===== src/rtl/vu_vmu_load_resp_queue.sv =====
// In-order load-response queue for the vector memory unit: pairs each returning
// 128-bit memory line with the sub-word metadata recorded when the load issued.
module vu_vmu_load_resp_queue #(
    parameter int DEPTH = 8,
    parameter int PTR_W = $clog2(DEPTH)
) (
    input  logic               clk,
    input  logic               reset,
    input  logic               req_val,
    output logic               req_rdy,
    input  logic [3:0]         req_addr_lsb,
    input  logic [1:0]         req_bhwd_sel,
    input  logic               req_signext,
    input  logic               resp_val,
    input  logic [127:0]       resp_data,
    output logic               deq_val,
    input  logic               deq_rdy,
    output logic [127:0]       deq_din,
    output logic [3:0]         deq_addr_lsb,
    output logic [1:0]         deq_bhwd_sel,
    output logic               deq_signext,
    output logic [PTR_W:0]     outstanding,
    output logic               err_unexp_resp
);

    localparam logic [PTR_W:0] FULL_COUNT = (PTR_W + 1)'(DEPTH);

    logic [127:0]     data_q [DEPTH];
    logic [3:0]       addr_q [DEPTH];
    logic [1:0]       bhwd_q [DEPTH];
    logic [DEPTH-1:0] sext_q;
    logic [DEPTH-1:0] dv_q;

    // Pointers carry a lap bit in the MSB; only the low bits index storage.
    logic [PTR_W:0] alloc_ptr, fill_ptr, deq_ptr, count_q;
    logic [PTR_W-1:0] alloc_idx, fill_idx, deq_idx;

    logic do_alloc, do_fill, do_deq, unexp;

    assign alloc_idx = alloc_ptr[PTR_W-1:0];
    assign fill_idx  = fill_ptr[PTR_W-1:0];
    assign deq_idx   = deq_ptr[PTR_W-1:0];

    // Decisions use registered count/outstanding only, so a same-cycle dequeue
    // never frees a slot and a same-cycle allocate never becomes fillable.
    assign req_rdy  = (count_q < FULL_COUNT);
    assign deq_val  = dv_q[deq_idx] & (count_q != '0);
    assign do_alloc = req_val & req_rdy;
    assign do_fill  = resp_val & (outstanding != '0);
    assign unexp    = resp_val & (outstanding == '0);
    assign do_deq   = deq_val & deq_rdy;

    assign deq_din      = data_q[deq_idx];
    assign deq_addr_lsb = addr_q[deq_idx];
    assign deq_bhwd_sel = bhwd_q[deq_idx];
    assign deq_signext  = sext_q[deq_idx];

    // NOTE: storage is reset as well as the valid bits, so the head outputs read
    // as zero after reset; all sequential state uses non-blocking assignments.
    always_ff @(posedge clk or posedge reset) begin
        if (reset) begin
            for (int i = 0; i < DEPTH; i++) begin
                data_q[i] <= '0;
                addr_q[i] <= '0;
                bhwd_q[i] <= '0;
            end
            sext_q <= '0;
            dv_q   <= '0;
        end else begin
            // Allocate, fill and dequeue always target distinct entries.
            if (do_alloc) begin
                addr_q[alloc_idx] <= req_addr_lsb;
                bhwd_q[alloc_idx] <= req_bhwd_sel;
                sext_q[alloc_idx] <= req_signext;
                dv_q[alloc_idx]   <= 1'b0;
            end
            if (do_fill) begin
                data_q[fill_idx] <= resp_data;
                dv_q[fill_idx]   <= 1'b1;
            end
            if (do_deq) begin
                dv_q[deq_idx] <= 1'b0;
            end
        end
    end

    always_ff @(posedge clk or posedge reset) begin
        if (reset) begin
            alloc_ptr      <= '0;
            fill_ptr       <= '0;
            deq_ptr        <= '0;
            count_q        <= '0;
            outstanding    <= '0;
            err_unexp_resp <= 1'b0;
        end else begin
            if (do_alloc) alloc_ptr <= alloc_ptr + 1'b1;
            if (do_fill)  fill_ptr  <= fill_ptr + 1'b1;
            if (do_deq)   deq_ptr   <= deq_ptr + 1'b1;
            count_q     <= count_q + (PTR_W + 1)'(do_alloc) - (PTR_W + 1)'(do_deq);
            outstanding <= outstanding + (PTR_W + 1)'(do_alloc) - (PTR_W + 1)'(do_fill);
            if (unexp) err_unexp_resp <= 1'b1;
        end
    end

endmodule


===== config.mk =====
export PLATFORM = sky130hd
export DESIGN_NAME = vu_vmu_load_resp_queue
export DESIGN_NICKNAME = d
export VERILOG_FILES = /design/src/rtl/vu_vmu_load_resp_queue.sv
export SDC_FILE = /design/constraint.sdc
export NUM_CORES = 2
export LEC_CHECK = 0
export BUFFER_PORTS_ARGS = -buffer_cell sky130_fd_sc_hd__buf_2
export CAP_MARGIN = 20
export CORE_MARGIN = 5
export CORE_UTILIZATION = 33
export CTS_BUF_LIST = sky130_fd_sc_hd__clkbuf_4
export DETAILED_ROUTE_END_ITERATION = 6
export HOLD_SLACK_MARGIN = 0.08
export PLACE_DENSITY_LB_ADDON = 0.12
export SYNTH_ARGS = -nofsm -noshare
export SYNTH_HDL_FRONTEND = slang
export SYNTH_SLANG_ARGS = --single-unit

===== constraint.sdc =====
create_clock -name clk -period 58.6 [get_ports clk]
set_input_delay 2.93 -clock clk [delete_from_list [all_inputs] [get_ports clk]]
set_output_delay 2.93 -clock clk [all_outputs]
set_load 0.02 [all_outputs]

# [After elaboration in Yosys (flattened, before gate mapping)]
# Cells that the tools add are included.
[op_classes] reduce_logical=8 n_bitwise=13 n_lt_le_gt_ge=12 n_addsub=7 muxes=32
[op_table] op="bitwise mux 1024 bit" n=1
[op_table] op="binary-select mux 128 bit (select 3 bit)" n=1
[op_table] op="demux 128 bit (select 3 bit)" n=1
[op_table] op="2-to-1 mux 128 bit" n=3
[op_table] op="bitwise mux 32 bit" n=1
[op_table] op="2-to-1 mux 8 bit" n=3
[op_table] op="bitwise AND 8 bit" n=2
[op_table] op="bitwise mux 16 bit" n=1
[op_table] op="inverter 8 bit" n=2
[op_table] op="adder 4 x 1 -> 4 bit (second input constant)" n=3
[op_table] op="binary-select mux 4 bit (select 3 bit)" n=1
[op_table] op="demux 4 bit (select 3 bit)" n=1
[op_table] op="greater-or-equal comparator 4 bit (second input constant)" n=3
[op_table] op="less-than comparator 3 x 4 -> 1 bit (second input constant)" n=3
[op_table] op="2-to-1 mux 4 bit" n=3
[op_table] op="inverter 3 -> 4 bit" n=3
[op_table] op="demux 1 bit (select 3 bit)" n=3
[op_table] op="greater-or-equal comparator 3 x 1 -> 1 bit (second input constant)" n=3
[op_table] op="adder 4 x 1 -> 4 bit" n=2
[op_table] op="bitwise mux 8 bit" n=1
[op_table] op="less-than comparator 4 x 1 -> 1 bit (second input constant)" n=2
[op_table] op="bitwise OR 8 bit" n=1
[op_table] op="nonzero test 4 bit" n=2
[op_table] op="subtractor 4 x 1 -> 4 bit" n=2
[op_table] op="9 further kinds" n=24
[word_totals] inputBits=140 regBits=1109 output_inout_bits=142

# [Depth between registers and ports, before layout]
[logic_depth] ltp_word=11 ltp_mapped=11 depth_no_buf=10

# [Worst setup path after synthesis]
# No wires, ideal clock.
[synth_timing] path_type="register -> output" from="register deq_ptr[2]" to="output deq_din[100]" slack_ns=53.848 t_required_ns=55.670 stages_incl_launch_ff=6 arrival_time_ns=1.822 path_cell_list="dfrtp_1 -> buf_2 -> clkbuf_1 -> buf_2 -> mux4_2 -> mux2_2"
[synth_between] elab_chain_len=4
[synth_lines] element="start, declared" line="35" text="logic [PTR_W:0] alloc_ptr, fill_ptr, deq_ptr, count_q;"
[synth_lines] element="start signal, assigned" line="98" text="if (do_deq) deq_ptr <= deq_ptr + 1'b1;"
[synth_lines] element="inverter 3 -> 4 bit (implied by the code)" line="53" text="assign deq_din = data_q[deq_idx];"
[synth_lines] element="binary-select mux 128 bit (select 3 bit)" line="53"
[synth_lines] element="2-to-1 mux 128 bit (implied by the code) (2 in a row)" line="53"
[synth_lines] element="end, declared" line="18" text="output logic [127:0] deq_din,"
# No other way between the ends. The select of a mux whose other input is x is not followed.

# [Worst setup path in the final report]
[layout_timing] from="register deq_ptr[0]" to="output deq_din[118]"
# Same word-level chain as after synthesis.

==> results_dict.tcl <==
set metrics [dict create \
    rr_endpoint "count_q[2]" \
    hold_depth 1 \
    top_layer_used "met5" \
    wl_per_cell_um 23.1 \
    drtIter0Drc 1001 \
    clock_skew_ns 0.157 \
    gp_congestion 0.714 \
    netlist_instances 2897 \
    cts_max_level 5 \
    drc_errors 0 \
    start_util_pct 33.1 \
    synth_cell_types 37 \
    worstReg2RegStart "deq_ptr[0]" \
    critPathLaunchType "register" \
    dr_wl_met2_um 64600 \
    hp-class "register to register" \
    clkLatencyLatePin_ns 1.22 \
    postCtsSetupBuffers 0 \
    grt_start_max_net_pins 194 \
    finalNetCount 3513 \
    die_height_um 397 \
    ys_ff_latch 1106 \
    layout_setup_ws_ns 50.72 \
    cts.sinks 1106 \
    dieArea_um2 158000 \
    syn_nets 3052 \
    hold_end "err_unexp_resp" \
    synth-edff-count 0 \
    cap_violations 0 \
    leakage_nw 24.5 \
    peakVddDrop_mv 0.0285 \
    syn_area_um2 49500 \
    finalCriticalPeriod_ns 7.88 \
    layout_worst_path_cycle_share_pct 13.4 \
    ant_nets 0 \
    final_hold_viol_count 0 \
    gr-usage-all-layers_pct 16.7 \
    yosysWarnings 0 \
    setup_viol 0 \
    post_cts_resized 0 \
    via_per_inst 5.02 \
    cts_hold_buf 0 \
    worst_pin_slew_ns 1.20 \
    m1WireLength_um 54000 \
    worstHoldStart "err_unexp_resp" \
    grt_pass1_wl_um 202000 \
    cp-end-kind "primary output" \
    power_mw 3.61 \
    dpl.hpwl_um 72100 \
    vias 28100 \
    grt_pass1_vias 33200 \
    slew_headroom_pct 20.1 \
    fin_cells 5605 \
    status "finished, final reports clean" \
    cp_max_fo 104 \
    cts_buffer_depth 4 \
    dr_wl_met3_um 6180 \
    clockRootBuffer "clkbuf_4" \
    rsz0062_at_grt "false" \
    worstRegToRegCells 10 \
    yosysSeqAreaShare_pct 56.0 \
    fmax_mhz 127 \
    fin_util_pct 38.0 \
    power.density_nw_per_um2 63.5 \
    maxSlewViolCount 0 \
    drive_gt1_share_pct 59.9 \
    fillers 14000 \
    core_um2 149000 \
    die_x_um 397 \
    rrSetupSlack_ns 54.12 \
    preCtsSetupSlack_ns 51.79 \
    ys_async_sr_fraction_pct 100 \
    synth_flop_cell "dfrtp_1" \
    cp.required_ns 55.67 \
    cts_buffers 334 \
    grt_overflow 0 \
    io_pins 282 \
    crit_type "register to primary output" \
    cp.arrival_ns 4.95 \
    routed_wl_um 129000 \
    antenna_found_initial 40 \
    path_clk_slew_ns 0.07 \
    placedCellCount 5035 \
    row_count 142 \
    first_pass_iters 5 \
    area_growth_pct 14.8 \
    portBuffers 281 \
    cts_tree "yes" \
    finalSetupTns_ns 0 \
    syn_avg_cell_area_um2 17.1 \
]
==> cell families after synthesis <==
kind of cell / Yosys count / share of synthesized area [%]
mux: 1493 / 40.2
flops: 1106 / 56.0
buf+inv: 215 / 2.44
simple gates: 41 / 0.622
compound gates: 17 / 0.243
fa+ha+maj: 15 / 0.410
xor+xnor: 10 / 0.177
==> registers in the layout (all words and copies together), names as in the netlist <==
signal          flops
addr_q             32
alloc_ptr           3
bhwd_q             16
count_q             4
data_q           1024
deq_ptr             3
dv_q                8
err_unexp_resp      1
fill_ptr            3
outstanding         4
sext_q              8
==> per-stage QoR <==
stage               area [um2]  hold slack [ns]
floorplan                49500            0.459
detailed placement       52800            0.466
CTS                      56600            0.481
global placement         52800            0.467
global route             56800            0.497
finish                   56800            0.481
==> power by group <==
group          switching [mW]  total (mW)  internal (mW)
Sequential              0.218        1.37           1.15
Combinational           0.703        1.53          0.827
Clock                   0.328       0.705          0.377
Total                    1.25        3.61           2.36
==> cells in the final DEF, fill, tap and decap left out, types with 5 or more instances in the layout <==
| cell | netlist | layout |
|---|---|---|
| dfrtp_1 | 1106 | 1103 |
| mux2_2 | 1033 | 1033 |
| clkbuf_4 | 0 | 483 |
| buf_2 | 112 | 281 |
| mux4_2 | 271 | 271 |
| mux2_1 | 185 | 185 |
| clkinv_1 | 0 | 51 |
| buf_4 | 45 | 31 |
| diode_2 | 0 | 21 |
| inv_1 | 16 | 15 |
| ha_1 | 13 | 13 |
| buf_12 | 0 | 9 |
| nand2_1 | 8 | 8 |
| inv_2 | 0 | 7 |
| xor2_1 | 6 | 6 |
| a21oi_1 | 5 | 5 |
==> cells in the mapped netlist (5+ instances only) <==
cell type / n / area (um2)
buf_6: 12 / 135
mux2_2: 1033 / 11600
inv_1: 16 / 60.1
clkbuf_1: 27 / 101
ha_1: 13 / 163
xor2_1: 6 / 52.6
buf_4: 45 / 338
a21oi_1: 5 / 25.0
buf_2: 112 / 561
nand2_1: 8 / 30.0
mux4_2: 271 / 6100
mux2_1: 185 / 2080
dfrtp_1: 1106 / 27700
==> worst max path at each step <==
stage,to,startpoint,slack (ns),cells past startpoint
floorplan,addr_q[0],reset,24.53,1
global placement,deq_din[118],deq_ptr[0],51.79,5
detailed placement,deq_din[118],deq_ptr[0],51.79,5
CTS,deq_din[118],deq_ptr[0],50.30,5
global route,deq_din[118],deq_ptr[0],50.15,5
finish,deq_din[118],deq_ptr[0],50.72,5
==> layer usage <==
metal	track usage [%]	vias up
met5	0	-
met4	6.45	14
met3	4.25	325
met2	28.2	612
met1	20.5	15100
li1	-	12000
==> critical path, cell delays in order, from the launching register on <==
cell and delay (ns):
dfrtp_4 1.03, buf_12 0.61, buf_4 0.86, mux4_2 0.62
mux2_2 0.32, buf_2 0.18
==> final cells by class <==
cell class              count  area [um2]  share of cell area, %
repair buffers            324        1900                   3.35
well taps                2016        2520                   4.44
inverters                  16        67.6                  0.119
multi-input cells        1576       20700                   36.4
diodes                     21        52.6                 0.0925
clock buffers             483        3630                   6.39
flip-flops and latches   1106       27700                   48.8
clock inverters            63         268                  0.472
Power figures use the tool's default switching activity.
